File: src/rtl/store_buffer_pkg.sv
// Shared definitions for the store buffer slice: word width, default depth
// and the byte-offset field that marks a word-aligned address.
package store_buffer_pkg;

    localparam int WORD_W   = 32;
    localparam int SB_DEPTH = 4;
    localparam int OFFSET_W = 2;

    function automatic logic offset_nonzero(input logic [OFFSET_W-1:0] offset);
        return offset != '0;
    endfunction

endpackage

File: src/rtl/store_buffer_if.sv
// CPU-side store/load lookup signals plus the data-memory write port of the store buffer.
interface store_buffer_if
    import store_buffer_pkg::*;
#(
    parameter int ADDR_W = 32,
    parameter int DATA_W = WORD_W
);

    logic              st_valid;
    logic [ADDR_W-1:0] st_addr;
    logic [DATA_W-1:0] st_data;
    logic              st_ready;
    logic              ld_req;
    logic [ADDR_W-1:0] ld_addr;
    logic              ld_hit;
    logic [DATA_W-1:0] ld_data;
    logic              mem_port_busy;
    logic [ADDR_W-1:0] mem_addr;
    logic [DATA_W-1:0] mem_wdata;
    logic              _WR;
    logic              empty;
    logic              misalign;

    modport master (
        output st_valid, st_addr, st_data, ld_req, ld_addr, mem_port_busy,
        input  st_ready, ld_hit, ld_data, mem_addr, mem_wdata, _WR, empty, misalign
    );

    modport slave (
        input  st_valid, st_addr, st_data, ld_req, ld_addr, mem_port_busy,
        output st_ready, ld_hit, ld_data, mem_addr, mem_wdata, _WR, empty, misalign
    );

endinterface

File: src/rtl/sb_forward_match.sv
// Combinational store-to-load forwarding: youngest matching buffered entry wins,
// then older entries, then the word currently being written to memory.
module sb_forward_match
    import store_buffer_pkg::*;
#(
    parameter int DEPTH       = SB_DEPTH,
    parameter int WORD_ADDR_W = 30,
    parameter int DATA_W      = WORD_W,
    localparam int PTR_W      = $clog2(DEPTH)
) (
    input  logic                   ld_req,
    input  logic [WORD_ADDR_W-1:0] ld_word,
    input  logic [WORD_ADDR_W-1:0] entry_word [DEPTH],
    input  logic [DATA_W-1:0]      entry_data [DEPTH],
    input  logic [DEPTH-1:0]       entry_valid,
    input  logic [PTR_W-1:0]       head,
    input  logic                   inflight_valid,
    input  logic [WORD_ADDR_W-1:0] inflight_word,
    input  logic [DATA_W-1:0]      inflight_data,
    output logic                   hit,
    output logic [DATA_W-1:0]      data
);

    // Walk from oldest (head) to youngest so a later match overrides an earlier one.
    always_comb begin
        logic [PTR_W-1:0] idx;
        hit  = 1'b0;
        data = '0;
        idx  = head;
        if (ld_req) begin
            if (inflight_valid && (inflight_word == ld_word)) begin
                hit  = 1'b1;
                data = inflight_data;
            end
            for (int i = 0; i < DEPTH; i++) begin
                idx = head + PTR_W'(i);
                if (entry_valid[idx] && (entry_word[idx] == ld_word)) begin
                    hit  = 1'b1;
                    data = entry_data[idx];
                end
            end
        end
    end

endmodule

File: src/rtl/store_buffer.sv
// Write buffer between the execute stage and data memory: single-cycle store enqueue,
// one-word-per-cycle drain when the memory port is free, and store-to-load forwarding.
module store_buffer
    import store_buffer_pkg::*;
#(
    parameter int DEPTH  = SB_DEPTH,
    parameter int ADDR_W = 32,
    parameter int DATA_W = WORD_W
) (
    input logic           clock,
    input logic           reset,
    store_buffer_if.slave bus
);

    localparam int PTR_W       = $clog2(DEPTH);
    localparam int COUNT_W     = PTR_W + 1;
    localparam int WORD_ADDR_W = ADDR_W - OFFSET_W;

    logic [ADDR_W-1:0]      entry_addr [DEPTH];
    logic [DATA_W-1:0]      entry_data [DEPTH];
    logic [WORD_ADDR_W-1:0] entry_word [DEPTH];
    logic [DEPTH-1:0]       entry_valid;

    logic [PTR_W-1:0]   head;
    logic [PTR_W-1:0]   tail;
    logic [COUNT_W-1:0] count;
    logic [COUNT_W-1:0] count_next;
    logic               push;
    logic               drain;
    logic               misalign_seen;

    logic              st_ready_q;
    logic              wr_n_q;
    logic [ADDR_W-1:0] mem_addr_q;
    logic [DATA_W-1:0] mem_wdata_q;
    logic              misalign_q;

    always_comb begin
        push  = bus.st_valid && st_ready_q;
        drain = (count != '0) && !bus.mem_port_busy;
        misalign_seen = (bus.st_valid && offset_nonzero(bus.st_addr[OFFSET_W-1:0]))
                     || (bus.ld_req   && offset_nonzero(bus.ld_addr[OFFSET_W-1:0]));
    end

    always_comb begin
        count_next = count;
        if (push && !drain) begin
            count_next = count + 1'b1;
        end else if (!push && drain) begin
            count_next = count - 1'b1;
        end
    end

    always_comb begin
        for (int i = 0; i < DEPTH; i++) begin
            entry_word[i] = entry_addr[i][ADDR_W-1:OFFSET_W];
        end
    end

    // Payload storage needs no reset; entry_valid alone decides what is live.
    always_ff @(posedge clock) begin
        if (push) begin
            entry_addr[tail] <= bus.st_addr;
            entry_data[tail] <= bus.st_data;
        end
    end

    // st_ready follows the post-edge count so a full buffer reopens one cycle after a drain.
    always_ff @(posedge clock) begin
        if (reset) begin
            head        <= '0;
            tail        <= '0;
            count       <= '0;
            entry_valid <= '0;
            st_ready_q  <= 1'b1;
            wr_n_q      <= 1'b1;
            mem_addr_q  <= '0;
            mem_wdata_q <= '0;
            misalign_q  <= 1'b0;
        end else begin
            if (push) begin
                entry_valid[tail] <= 1'b1;
                tail              <= tail + 1'b1;
            end
            if (drain) begin
                mem_addr_q        <= entry_addr[head];
                mem_wdata_q       <= entry_data[head];
                entry_valid[head] <= 1'b0;
                head              <= head + 1'b1;
            end
            wr_n_q     <= !drain;
            count      <= count_next;
            st_ready_q <= (count_next != COUNT_W'(DEPTH));
            if (misalign_seen) begin
                misalign_q <= 1'b1;
            end
        end
    end

    sb_forward_match #(
        .DEPTH       (DEPTH),
        .WORD_ADDR_W (WORD_ADDR_W),
        .DATA_W      (DATA_W)
    ) u_forward (
        .ld_req         (bus.ld_req),
        .ld_word        (bus.ld_addr[ADDR_W-1:OFFSET_W]),
        .entry_word     (entry_word),
        .entry_data     (entry_data),
        .entry_valid    (entry_valid),
        .head           (head),
        .inflight_valid (!wr_n_q),
        .inflight_word  (mem_addr_q[ADDR_W-1:OFFSET_W]),
        .inflight_data  (mem_wdata_q),
        .hit            (bus.ld_hit),
        .data           (bus.ld_data)
    );

    assign bus.st_ready  = st_ready_q;
    assign bus._WR       = wr_n_q;
    assign bus.mem_addr  = mem_addr_q;
    assign bus.mem_wdata = mem_wdata_q;
    assign bus.empty     = (count == '0) && wr_n_q;
    assign bus.misalign  = misalign_q;

endmodule

File: src/flat_wrapper.sv
// flat-port wrapper written by rule: the top's interface ports become plain ports
module store_buffer_flat import store_buffer_pkg::*;
#(
    parameter int DEPTH  = SB_DEPTH,
    parameter int ADDR_W = 32,
    parameter int DATA_W = WORD_W
)
  (clock, reset, bus_st_valid, bus_st_addr, bus_st_data, bus_ld_req, bus_ld_addr, bus_mem_port_busy, bus_st_ready, bus_ld_hit, bus_ld_data, bus_mem_addr, bus_mem_wdata, bus__WR, bus_empty, bus_misalign);
  store_buffer_if #(.ADDR_W(ADDR_W), .DATA_W(DATA_W)) bus_i ();
  input logic clock;
  input logic reset;
  input wire logic [$bits(bus_i.st_valid)-1:0] bus_st_valid;
  input wire logic [$bits(bus_i.st_addr)-1:0] bus_st_addr;
  input wire logic [$bits(bus_i.st_data)-1:0] bus_st_data;
  input wire logic [$bits(bus_i.ld_req)-1:0] bus_ld_req;
  input wire logic [$bits(bus_i.ld_addr)-1:0] bus_ld_addr;
  input wire logic [$bits(bus_i.mem_port_busy)-1:0] bus_mem_port_busy;
  output wire logic [$bits(bus_i.st_ready)-1:0] bus_st_ready;
  output wire logic [$bits(bus_i.ld_hit)-1:0] bus_ld_hit;
  output wire logic [$bits(bus_i.ld_data)-1:0] bus_ld_data;
  output wire logic [$bits(bus_i.mem_addr)-1:0] bus_mem_addr;
  output wire logic [$bits(bus_i.mem_wdata)-1:0] bus_mem_wdata;
  output wire logic [$bits(bus_i._WR)-1:0] bus__WR;
  output wire logic [$bits(bus_i.empty)-1:0] bus_empty;
  output wire logic [$bits(bus_i.misalign)-1:0] bus_misalign;
  assign bus_i.st_valid = bus_st_valid;
  assign bus_i.st_addr = bus_st_addr;
  assign bus_i.st_data = bus_st_data;
  assign bus_i.ld_req = bus_ld_req;
  assign bus_i.ld_addr = bus_ld_addr;
  assign bus_i.mem_port_busy = bus_mem_port_busy;
  assign bus_st_ready = bus_i.st_ready;
  assign bus_ld_hit = bus_i.ld_hit;
  assign bus_ld_data = bus_i.ld_data;
  assign bus_mem_addr = bus_i.mem_addr;
  assign bus_mem_wdata = bus_i.mem_wdata;
  assign bus__WR = bus_i._WR;
  assign bus_empty = bus_i.empty;
  assign bus_misalign = bus_i.misalign;
  store_buffer #(.DEPTH(DEPTH), .ADDR_W(ADDR_W), .DATA_W(DATA_W)) u_core (.clock(clock), .reset(reset), .bus(bus_i));
endmodule
File: config.mk
export PLATFORM = sky130hd
export DESIGN_NAME = store_buffer_flat
export DESIGN_NICKNAME = d
export VERILOG_FILES = /design/src/rtl/store_buffer_pkg.sv /design/src/rtl/store_buffer_if.sv /design/src/rtl/sb_forward_match.sv /design/src/rtl/store_buffer.sv /design/src/flat_wrapper.sv
export SDC_FILE = /design/constraint.sdc
export NUM_CORES = 1
export LEC_CHECK = 0
export ABC_AREA = 1
export BUFFER_PORTS_ARGS = -buffer_cell sky130_fd_sc_hd__buf_2
export CAP_MARGIN = 30
export CORE_MARGIN = 1.5
export CORE_UTILIZATION = 38
export CTS_CLUSTER_SIZE = 30
export DETAILED_ROUTE_END_ITERATION = 7
export GPL_TIMING_DRIVEN = 0
export PLACE_DENSITY_LB_ADDON = 0.08
export RECOVER_POWER = 25
export SETUP_SLACK_MARGIN = 0.5
export SYNTH_ARGS = -nofsm -noshare
export SYNTH_HDL_FRONTEND = slang
export SYNTH_SLANG_ARGS = --single-unit
File: constraint.sdc
create_clock -name clock -period 4.2 [get_ports clock]
set_input_delay 0.84 -clock clock [delete_from_list [all_inputs] [get_ports clock]]
set_output_delay 0.84 -clock clock [all_outputs]
set_load 0.005 [all_outputs]
# --- After elaboration in Yosys (flattened, before gate mapping) ---
# Memories as Yosys holds them, arrays and structs flattened. A register that Yosys moved wholly into a read port is not among the register bits.
# Cells that the tools add are included.
word_totals:
  ff_bits: 174
  ramBits: 128
  out_inout_bits: 101
  wordCells: 128
  memories: 1
mem_list:
  columns: ["memory", "depth", "width", "read_ports", "rd_ports_with_merged_regs", "write_ports", "line_no", "source"]
  rows:
  - ["u_core.entry_addr", 4, 32, 5, 1, 1, "store_buffer.sv:19", "logic [ADDR_W-1:0] entry_addr [DEPTH];"]
classes:
  addsub: 6
  order_cmp: 13
  n_eq_ne: 6
  muxes: 58
  n_bitwise: 8
  reduce_logical: 24
op_table:
  columns: ["cell", "n"]
  rows:
  - ["$mux W32", 15]
  - ["$bmux W32 S2", 4]
  - ["$bmux W30 S2", 4]
  - ["$mux W30", 8]
  - ["$eq A30 B30 Y1", 5]
  - ["$bwmux W128", 1]
  - ["$demux W32 S2", 1]
  - ["$ge A3 B3 Y1 const B", 5]
  - ["$logic_and A1 B1 Y1", 15]
  - ["$lt A2 B3 Y1 const B", 5]
  - ["$not A2 Y3", 5]
  - ["$mux W1", 14]
  - ["$mux W4", 3]
  - ["$bmux W1 S2", 4]
  - ["$mux W3", 2]
  - ["$add A2 B1 Y2 const B", 2]
  - ["$add A2 B2 Y2 const B", 2]
  - ["$and A4 B4 Y4", 1]
  - ["$demux W1 S2", 2]
  - ["$ge A2 B1 Y1 const B", 2]
  - ["$logic_not A1 Y1", 4]
  - ["$not A4 Y4", 1]
  - ["$or A4 B4 Y4", 1]
  - ["$reduce_bool A2 Y1", 2]
  - ["other kinds (7)", 7]

# --- Depth between registers and ports, before layout ---
# Gate-level depths: netlist of run 1.
logic_depth:
  depth_word: 11
  depth_mapped: 25

# --- Cells and area by module ---
# From an unflattened synthesis of run 1, not the netlist that was laid out.
hier_totals:
  cells_unflattened: 3505
  hier_area_um2: 23088.4
by_module_without_submodules:
  columns: ["mod", "n_inst", "cells_per_inst", "area_per_inst_um2", "seq_area_each_um2"]
  rows:
  - ["store_buffer", 1, 1118, 12759.7, 9248.9]
  - ["sb_forward_match", 1, 2387, 10328.7, 0.0]

# --- Worst setup path before layout of run 1 ---
# No wires, ideal clock.
synth_path:
  path_kind: "in2reg"
  from: "input bus_st_valid"
  to: "register u_core.entry_valid[0]"
  arrival_ns: 4.207
  required_time_ns: 4.119
  path_slack_ns: -0.087
  stages: 5
  path_buffers: 1
  path_cell_list: "nand2_1 -> clkbuf_1 -> nor2_1 -> o21ai_0 -> a21oi_1"
synth_between:
  elab_chain_cells: 5
synth_rtl:
  columns: ["element", "line_no", "source"]
  rows:
  - ["start, declared", "flat_wrapper.sv:12", "input wire logic [$bits(bus_i.st_valid)-1:0] bus_st_valid;"]
  - ["$logic_and A1 B1 Y1 (*)", "store_buffer.sv:39", "push = bus.st_valid && st_ready_q;"]
  - ["$mux W4 (*)", "store_buffer.sv:81", "if (push) begin"]
  - ["$mux W4 (*)", "store_buffer.sv:70", "if (reset) begin"]
  - ["$and A4 B4 Y4 (no line)", null, null]
  - ["$mux W4 (*)", "store_buffer.sv:85", "if (drain) begin"]
  - ["end signal, assigned", "store_buffer.sv:74", "entry_valid <= '0;"]
  - ["end signal, assigned by index", "store_buffer.sv:82", "entry_valid[tail] <= 1'b1;"]
  - ["end signal, assigned by index", "store_buffer.sv:88", "entry_valid[head] <= 1'b0;"]
  - ["end, declared", "store_buffer.sv:22", "logic [DEPTH-1:0] entry_valid;"]
# Mark *: on every way between the ends. The rest lies on a longest branch, timed or not. The select of a mux whose other input is x is not followed.
# A chain may end at the register's enable or synchronous reset.

# --- Worst setup path in the final report of run 1 ---
layout_path:
  from: "register u_core.head[0]"
  to: "output bus_ld_data[19]"
layout_between:
  elab_chain_cells: 11
  elab_cells_between_ends: 52
  cone_classes: "3 x add/sub; 4 x eq/ne; 37 x mux; 4 x bitwise; 4 x reduce/logical"
layout_rtl:
  columns: ["element", "line_no", "source"]
  rows:
  - ["start, declared", "store_buffer.sv:24", "logic [PTR_W-1:0] head;"]
  - ["start signal, assigned", "store_buffer.sv:89", "head <= head + 1'b1;"]
  - ["$add A2 B1 Y2 or $not A2 Y3 (tied branches)", "sb_forward_match.sv:36, sb_forward_match.sv:37, sb_forward_match.sv:39", null]
  - ["$not A2 Y3 (implied by the code) or $bmux W30 S2 (tied branches)", "sb_forward_match.sv:37, sb_forward_match.sv:39", null]
  - ["$bmux W30 S2 or $mux W30 (tied branches)", "sb_forward_match.sv:37", "if (entry_valid[idx] && (entry_word[idx] == ld_word)) begin"]
  - ["$mux W30 (implied by the code)", "sb_forward_match.sv:37", null]
  - ["$mux W30 (implied by the code) or $eq A30 B30 Y1 (tied branches)", "sb_forward_match.sv:37", null]
  - ["$eq A30 B30 Y1 or $logic_and A1 B1 Y1 (tied branches)", "sb_forward_match.sv:37", null]
  - ["$logic_and A1 B1 Y1 or $mux W32 (tied branches)", "sb_forward_match.sv:37", null]
  - ["$mux W32 (2 in a row)", "sb_forward_match.sv:37", null]
  - ["$mux W32 (*)", "sb_forward_match.sv:37", null]
  - ["$mux W32 (*)", "sb_forward_match.sv:30", "if (ld_req) begin"]
  - ["end, declared", "flat_wrapper.sv:20", "output wire logic [$bits(bus_i.ld_data)-1:0] bus_ld_data;"]
# Marked as above.

==> run_summary.xml, run 1 <==
<?xml version="1.0" encoding="UTF-8"?>
<metrics>
  <group name="run_status">
    <metric name="result_of_the_run" unit="">finished with violations</metric>
    <metric name="violated_checks" unit="">negative setup slack</metric>
  </group>
  <group name="route">
    <metric name="drt_iter0_markers" unit="">3050</metric>
    <metric name="post_drt_wl_per_cell" unit="um">26.21</metric>
    <metric name="drt_first_pass_iters" unit="">8</metric>
    <metric name="vias_per_cell" unit="">5.877</metric>
    <metric name="antenna_left" unit="">0</metric>
    <metric name="drt-total-wl" unit="um">100200</metric>
    <metric name="drc" unit="">0</metric>
    <metric name="vias" unit="">22460</metric>
  </group>
  <group name="worst_setup_path">
    <metric name="start_kind" unit="">flop</metric>
    <metric name="critPathMaxFanout" unit="">10</metric>
    <metric name="critical_path_required" unit="ns">3.36</metric>
    <metric name="critical-path-slowest-cell" unit="">o21ai_0</metric>
    <metric name="r2r_setup_slack" unit="ns">1.30</metric>
    <metric name="source_of_the_worst_register_to_register_timing_path" unit="">u_core.head[0]</metric>
    <metric name="timing.critical_path.from" unit="">u_core.head[0]</metric>
    <metric name="slowest_cell_delay_on_critical_path" unit="ns">0.71</metric>
    <metric name="worstPathCellList" unit="">buf_6 &gt; buf_4 &gt; buf_4 &gt; buf_2 &gt; nand2_1 &gt; nand3_1 &gt; nand2_1 &gt; o21ai_0 &gt; nor2_1 &gt; nand2_1 &gt; nor2_1 &gt; nand2_1 &gt; nor2_1 &gt; buf_4 &gt; clkbuf_4 &gt; a21oi_1 &gt; nand2_1 &gt; a21oi_2 &gt; buf_2</metric>
    <metric name="cp.arrival" unit="ns">4.40</metric>
    <metric name="ws_path_type" unit="">flop to primary output</metric>
    <metric name="worst_setup_path_end_kind" unit="">primary output</metric>
    <metric name="timing.critical_path.mode_cell" unit="">nand2_1</metric>
  </group>
  <group name="timing">
    <metric name="achievable-frequency" unit="GHz">0.1910</metric>
    <metric name="final-max-slew-violation-count" unit="">0</metric>
    <metric name="report.final.hold_viol_count" unit="">0</metric>
    <metric name="setup_slack" unit="ns">-1.037</metric>
    <metric name="final_min_period_over_clock_period" unit="">1.247</metric>
    <metric name="final_period_minus_worst_setup_slack" unit="ns">5.237</metric>
    <metric name="worst_pin_slew" unit="ns">1.093</metric>
    <metric name="timing.hold.ws" unit="ns">0.4745</metric>
    <metric name="setup_repair_after_global_routing_missed_its_margin" unit="">yes</metric>
    <metric name="relSlewSlack" unit="">0.2713</metric>
    <metric name="clk_skew" unit="ns">0.02756</metric>
    <metric name="report.final.setup_viol" unit="">33</metric>
  </group>
  <group name="cts">
    <metric name="tritoncts" unit="">built</metric>
    <metric name="worst_skew_pair.late_latency" unit="ns">0.59</metric>
    <metric name="ctsHtreeMaxLevel" unit="">2</metric>
    <metric name="ctsRootBufferMaster" unit="">clkbuf_16</metric>
    <metric name="cts_num_sinks" unit="">334</metric>
    <metric name="worst_setup_hold_path_clk_slew" unit="ns">0.06</metric>
    <metric name="cts_buffer_depth" unit="">3</metric>
    <metric name="cts_inserted_buffers" unit="">41</metric>
  </group>
  <group name="layout">
    <metric name="ff_latch_area" unit="um^2">9254</metric>
    <metric name="layout.filler_cells" unit="">5241</metric>
    <metric name="finalInstanceArea" unit="um^2">25370</metric>
    <metric name="nNetsFinal" unit="">3212</metric>
    <metric name="multi_input_area" unit="um^2">10160</metric>
    <metric name="final_layout_size_suffix_gt1_frac" unit="">0.1683</metric>
    <metric name="area_growth_syn_to_layout" unit="%">24.94</metric>
  </group>
  <group name="synthesis">
    <metric name="synthTopCellsByArea" unit="">edfxtp_1 38%, nand2_1 17%, nand3_1 9.8%, o21ai_0 8.7%, dfxtp_1 7.7%</metric>
    <metric name="synth_cell_type_count" unit="">31</metric>
    <metric name="synth_top_cell_by_area" unit="">edfxtp_1</metric>
    <metric name="ys.warnings.count" unit="">0</metric>
    <metric name="synth_seq_cells" unit="">334</metric>
    <metric name="synthFlopType" unit="">edfxtp_1</metric>
    <metric name="net_count_after_synthesis" unit="">2918</metric>
    <metric name="share_of_synthesized_area_occupied_by_flip_flops_and_latches" unit="">0.4555</metric>
    <metric name="synth.top_cell.area_share" unit="">0.3786</metric>
    <metric name="synth_area_per_cell" unit="um^2">7.236</metric>
    <metric name="mappedNetlistArea" unit="um^2">20300</metric>
    <metric name="synthesis.instances" unit="">2806</metric>
    <metric name="synth_enable_flop_cells" unit="">256</metric>
    <metric name="synth-async-reset-ratio" unit="">0</metric>
  </group>
  <group name="die">
    <metric name="die_height" unit="um">234.2</metric>
    <metric name="die-width" unit="um">234.2</metric>
    <metric name="starting_density_of_the_core" unit="">0.3856</metric>
    <metric name="ios" unit="">202</metric>
    <metric name="die_area" unit="um^2">54830</metric>
    <metric name="placement_rows" unit="">84</metric>
    <metric name="coreArea" unit="um^2">52660</metric>
  </group>
  <group name="placement">
    <metric name="globalplace.congestion" unit="">1.012</metric>
    <metric name="detailed_place.area" unit="um^2">22510</metric>
    <metric name="dp_hpwl" unit="um">73370</metric>
    <metric name="placement.io_buffers" unit="">191</metric>
  </group>
  <group name="job">
    <metric name="timing.max_cap.violations" unit="">0</metric>
  </group>
  <group name="power_and_ir_drop">
    <metric name="peakVddDrop" unit="mV">0.3343</metric>
    <metric name="report.power.total" unit="mW">17.10</metric>
    <metric name="cellPowerDensity" unit="nW/um^2">674.2</metric>
    <metric name="p_leak" unit="nW">10.92</metric>
  </group>
  <group name="global_routing">
    <metric name="wire_length_of_the_first_global_routing_pass" unit="um">141100</metric>
    <metric name="antenna_found_initial" unit="">5</metric>
    <metric name="via_count_of_the_first_global_routing_pass" unit="">20500</metric>
    <metric name="grt_usage" unit="">0.3611</metric>
    <metric name="grt_ovf" unit="">0</metric>
    <metric name="grt_max_degree" unit="">26</metric>
  </group>
  <group name="worst_hold_path">
    <metric name="timing.hold.worst.start" unit="">u_core.bus.mem_wdata[28]</metric>
    <metric name="hold_class" unit="">flop to flop</metric>
  </group>
</metrics>
[per-stage QoR]
stage / utilization / setup TNS (ns) / worst slack, ns / std cells
global placement: 0.4226 / -942.73 / -3.569 / 3685
global route: 0.4818 / -31.30 / -0.9978 / 3821
finish: 0.4818 / -30.42 / -1.037 / 3822
detailed placement: 0.4274 / -57.32 / -1.886 / 3697
CTS: 0.4772 / -28.32 / -0.9003 / 3814
floorplan: - / -20.20 / -0.08733 / 2806
[worst paths after layout]
check,end,cells past startpoint
max,bus_ld_data[19],19
min,u_core.bus.mem_wdata[28],2
max reg2reg,u_core.bus.mem_wdata[30],12
min reg2reg,u_core.bus.mem_wdata[28],2
[registers in the layout, indices dropped and copies added, names as in the netlist]
signal                flops
u_core.bus.mem_addr      32
u_core.head               2
u_core.entry_data       128
u_core.bus.misalign       1
u_core.count              3
u_core.bus.mem_wdata     32
u_core.entry_valid        4
u_core.bus.st_ready       1
u_core.tail               2
u_core.entry_addr       128
u_core.bus._WR            1
[power breakdown]
part / total, mW / switching, mW / leakage, nW / internal [mW]
clock: 3.80 / 1.51 / 0.685 / 2.29
sequential: 4.33 / 0.312 / 2.99 / 4.02
combinational: 8.98 / 6.42 / 7.25 / 2.55
total: 17.1 / 8.24 / 10.9 / 8.86
[cell type report]
class / count / share of cell area
Tap cell: 688 / 0.03393
Multi-Input combinational cell: 2090 / 0.4004
Timing Repair Buffer: 251 / 0.06747
Sequential cell: 334 / 0.3648
Buffer: 180 / 0.04626
Clock buffer: 52 / 0.04325
Antenna cell: 2 / 0.0001973
Inverter: 202 / 0.03082
Clock inverter: 23 / 0.01287
[Yosys cell counts, types with 4 or more instances]
library cell / instances
buf_2: 59
o21ai_1: 12
ha_1: 11
a211oi_1: 32
xor2_1: 30
edfxtp_1: 256
inv_2: 4
nand4_1: 14
nand2_1: 920
nor2_1: 143
a21oi_1: 141
nor3_1: 9
clkbuf_1: 88
buf_1: 17
buf_4: 13
inv_1: 198
dfxtp_1: 78
or2_2: 8
nand3_1: 398
nand2b_1: 5
o21ai_0: 352
[logic make-up after synthesis]
group | share of synthesized area
AO/OA/AOI/OAI | 0.1377
AND/OR/NAND/NOR | 0.3089
buffers and inverters | 0.07777
adder cells (fa/ha/maj) | 0.006778
XOR/XNOR | 0.01337
flip-flops | 0.4555
[routing by layer]
metal / vias up / routed length, um / track usage
met4: 6 / 3500 / 0.1244
li1: 10010 / - / -
met1: 10840 / 44050 / 0.5383
met2: 1430 / 41200 / 0.5173
met3: 181 / 11370 / 0.06846
met5: - / 34 / 0
[cell usage in the layout, fill, tap and decap left out, types with 35 or more instances in the layout]
cell type / count
nand3_2: 35
o21ai_0: 321
nand3_1: 359
dfxtp_1: 76
o21ai_1: 35
a21oi_1: 102
buf_4: 53
edfxtp_1: 256
nor2_1: 123
clkbuf_16: 44
a21oi_2: 36
clkbuf_1: 130
buf_2: 178
nand2_1: 885
inv_1: 198
[what timing repair did]
action / CTS / global route
gates resized for setup: 203 / 86
setup endpoints to repair: 33 / 33
hold buffers: 0 / 0
buffers inserted: 36 / 6
pin swaps: 77 / 48
gates cloned: 6 / 0
[worst max-delay path, delay by kind of cell (launching register included)]
kind            cells  cell delay (ns)
buf+inv             7             1.37
compound gates      3             1.08
flops               1             0.35
simple gates        9             0.97
Power figures use the tool's default switching activity.
==> inputs of run 2 (changes only) <==
- GPL_TIMING_DRIVEN: 0 -> unset
==> run 2 against run 1 <==
Net effect: the flow still finishes with violations (negative setup slack); wire length decreased by 20%; global-route usage decreased by 8.0 points; flip-flop and latch count unchanged; sequential power about the same; die area unchanged; largest cell class unchanged; setup slack improved by 0.93 ns; hold slack improved by 0.0046 ns; first-iteration DRC count decreased by 34%; critical path depth decreased by 2; sequential share of layout area decreased by 0.19 points; core utilization increased by 0.27 points; maximum frequency increased by 21%; largest power group unchanged.
==> run_summary.xml, run 2 (synthesis gave the netlist of run 1 again) <==
<?xml version="1.0" encoding="UTF-8"?>
<metrics>
  <group name="cts">
    <metric name="ctsRootBufferMaster" unit="">clkbuf_16</metric>
    <metric name="worst_skew_pair.late_latency" unit="ns">0.59</metric>
    <metric name="tritoncts" unit="">built</metric>
    <metric name="cts_inserted_buffers" unit="">42</metric>
    <metric name="cts_buffer_depth" unit="">3</metric>
    <metric name="ctsHoldBuffers" unit="">0</metric>
    <metric name="worst_setup_hold_path_clk_slew" unit="ns">0.06</metric>
    <metric name="ctsHtreeMaxLevel" unit="">2</metric>
    <metric name="cts_num_sinks" unit="">334</metric>
  </group>
  <group name="power_and_ir_drop">
    <metric name="internal_power" unit="mW">9.086</metric>
    <metric name="cellPowerDensity" unit="nW/um^2">635.7</metric>
    <metric name="clock_network_power_share" unit="">0.222</metric>
    <metric name="peakVddDrop" unit="mV">0.4722</metric>
    <metric name="comb_power_share" unit="">0.513</metric>
    <metric name="report.power.total" unit="mW">16.22</metric>
    <metric name="switching_share" unit="">0.4397</metric>
    <metric name="p_leak" unit="nW">10.81</metric>
    <metric name="relative_contribution_of_sequential_cells_to_total_power" unit="">0.265</metric>
    <metric name="total_switching_power" unit="mW">7.131</metric>
  </group>
  <group name="timing">
    <metric name="final_period_minus_worst_setup_slack" unit="ns">4.310</metric>
    <metric name="report.final.hold_viol_count" unit="">0</metric>
    <metric name="report.final.setup_viol" unit="">33</metric>
    <metric name="relSlewSlack" unit="">0.3395</metric>
    <metric name="final-max-slew-violation-count" unit="">0</metric>
    <metric name="achievable-frequency" unit="GHz">0.2320</metric>
    <metric name="setup_repair_after_global_routing_missed_its_margin" unit="">yes</metric>
    <metric name="clk_skew" unit="ns">0.01960</metric>
    <metric name="setup_slack" unit="ns">-0.1101</metric>
    <metric name="worst_pin_slew" unit="ns">0.9908</metric>
    <metric name="final_min_period_over_clock_period" unit="">1.026</metric>
    <metric name="totalNegativeSetupSlack" unit="ns">-2.388</metric>
  </group>
  <group name="die">
    <metric name="die_area" unit="um^2">54830</metric>
    <metric name="starting_density_of_the_core" unit="">0.3856</metric>
    <metric name="die_height" unit="um">234.2</metric>
    <metric name="placement_rows" unit="">84</metric>
    <metric name="ios" unit="">202</metric>
    <metric name="coreArea" unit="um^2">52660</metric>
    <metric name="die-width" unit="um">234.2</metric>
  </group>
  <group name="layout">
    <metric name="finalInstanceArea" unit="um^2">25510</metric>
    <metric name="area_growth_syn_to_layout" unit="%">25.64</metric>
    <metric name="nNetsFinal" unit="">3098</metric>
    <metric name="layout.core_utilization" unit="">0.4845</metric>
    <metric name="layout.filler_cells" unit="">5132</metric>
    <metric name="final-instance-count-excl-fill" unit="">3709</metric>
    <metric name="top_regs" unit="">u_core.entry_addr: 128 flops, u_core.entry_data: 128 flops</metric>
    <metric name="layout.cells.most_common_list" unit="">883 x nand2_1, 344 x nand3_1, 339 x o21ai_0</metric>
    <metric name="layout_commonest_cell" unit="">nand2_1</metric>
    <metric name="final_layout_size_suffix_gt1_frac" unit="">0.1699</metric>
  </group>
  <group name="worst_hold_path">
    <metric name="hold_class" unit="">flop to flop</metric>
    <metric name="timing.hold.worst.start" unit="">u_core.bus.mem_wdata[22]</metric>
  </group>
  <group name="worst_setup_path">
    <metric name="worst_setup_path_end_kind" unit="">primary output</metric>
    <metric name="source_of_the_worst_register_to_register_timing_path" unit="">u_core.head[0]</metric>
    <metric name="start_kind" unit="">flop</metric>
    <metric name="ws_path_type" unit="">flop to primary output</metric>
    <metric name="timing.critical_path.from" unit="">u_core.head[0]</metric>
    <metric name="cp.arrival" unit="ns">3.47</metric>
    <metric name="critPathMaxFanout" unit="">8</metric>
    <metric name="critical_path_required" unit="ns">3.36</metric>
  </group>
  <group name="route">
    <metric name="antenna_left" unit="">0</metric>
    <metric name="drc" unit="">0</metric>
    <metric name="post_drt_wl_per_cell" unit="um">21.50</metric>
    <metric name="drt_iter0_markers" unit="">2000</metric>
    <metric name="drt_first_pass_iters" unit="">6</metric>
    <metric name="vias_per_cell" unit="">5.542</metric>
    <metric name="drt-total-wl" unit="um">79740</metric>
    <metric name="vias" unit="">20560</metric>
  </group>
  <group name="global_routing">
    <metric name="antenna_found_initial" unit="">7</metric>
    <metric name="grt_ovf" unit="">0</metric>
    <metric name="grt_max_degree" unit="">110</metric>
    <metric name="grt_usage" unit="">0.2808</metric>
    <metric name="wire_length_of_the_first_global_routing_pass" unit="um">114500</metric>
    <metric name="via_count_of_the_first_global_routing_pass" unit="">18670</metric>
  </group>
  <group name="placement">
    <metric name="globalplace.congestion" unit="">0.9438</metric>
    <metric name="dp_hpwl" unit="um">48700</metric>
    <metric name="detailed_place.area" unit="um^2">22140</metric>
    <metric name="post-place-cells" unit="">3569</metric>
    <metric name="placement.io_buffers" unit="">201</metric>
  </group>
  <group name="run_status">
    <metric name="violated_checks" unit="">negative setup slack</metric>
    <metric name="result_of_the_run" unit="">finished with violations</metric>
  </group>
  <group name="job">
    <metric name="timing.max_cap.violations" unit="">0</metric>
  </group>
</metrics>
-- run 2: cell count changes in the layout (fill, tap and decap cells not counted), moves of 15 or more --
cell / change
nand3_1: -15
buf_2: -22
buf_4: -18
o21ai_0: +18
nand3_2: +15
clkbuf_1: -76
-- run 2: final timing paths --
kind,endpoint,slack [ns],cells after the start
min reg2reg,u_core.bus.mem_wdata[22],0.48,2
min,u_core.bus.mem_wdata[22],0.48,2
max,bus_ld_data[26],-0.11,17
max reg2reg,u_core.bus.mem_wdata[14],1.81,8
-- run 2: per-stage QoR --
| step | setup WS [ns] | hold WS [ns] |
|---|---|---|
| after CTS | -0.09282 | 0.4373 |
| final | -0.1101 | 0.4791 |
| after detailed placement | 0.1385 | 0.4654 |
| after floorplan | -0.08733 | 0.4654 |
| after global placement | 0.1726 | 0.4536 |
| after global routing | -0.2300 | 0.4806 |
-- run 2: power by group through the flow --
stage	logic (mW)	clock network (mW)	registers, mW
finish	8.32	3.60	4.30
global route	9.04	3.79	4.35
CTS	7.30	3.66	4.30
detailed placement	6.48	0	4.36
global placement	6.40	0	4.36
floorplan	4.48	0	4.31
-- run 2: final cells by class --
type,instances,area (um^2),area share
antenna,1,2.502,0.00009809
clock inverter,23,215.2,0.008436
timing repair inverter,2,20.02,0.0007847
multi-input combinational,2090,10240,0.4014
inverter,202,785.8,0.03080
timing repair buffer,314,2979,0.1168
sequential,334,9256,0.3628
clock buffer,55,1151,0.04512
tap,688,860.8,0.03374
-- run 2: metal layers --
| metal | vias to the layer above | part of all wire | GRT usage |
|---|---|---|---|
| li1 | 9787 | - | - |
| met4 | 12 | 0.033 | 0.09195 |
| met3 | 179 | 0.092 | 0.05593 |
| met1 | 9652 | 0.43 | 0.3921 |
| met2 | 927 | 0.44 | 0.4346 |
| met5 | - | 0.00087 | 0 |
-- run 2: worst max-delay path, cell delays in order, from the launching register on --
cell       delay (ns)
dfxtp_4          0.39
inv_8            0.06
ha_4             0.38
buf_12           0.17
clkbuf_16        0.16
nand3_2          0.08
nand3_1          0.11
o21ai_1          0.09
nor2_2           0.29
nand2b_4         0.09
nor2_4           0.09
nand2_2          0.11
nor2_4           0.16
buf_12           0.15
buf_16           0.14
a21oi_1          0.06
a21oi_2          0.19
buf_2            0.14
-- run 2: timing repair --
| item | CTS | global route |
|---|---|---|
| setup buffers | 21 | 9 |
| pin swaps | 15 | 31 |
| gates cloned | 20 | 11 |
| gates resized for setup | 94 | 141 |
| endpoints found under the setup margin | 33 | 33 |
| hold endpoints to repair | 0 | 0 |
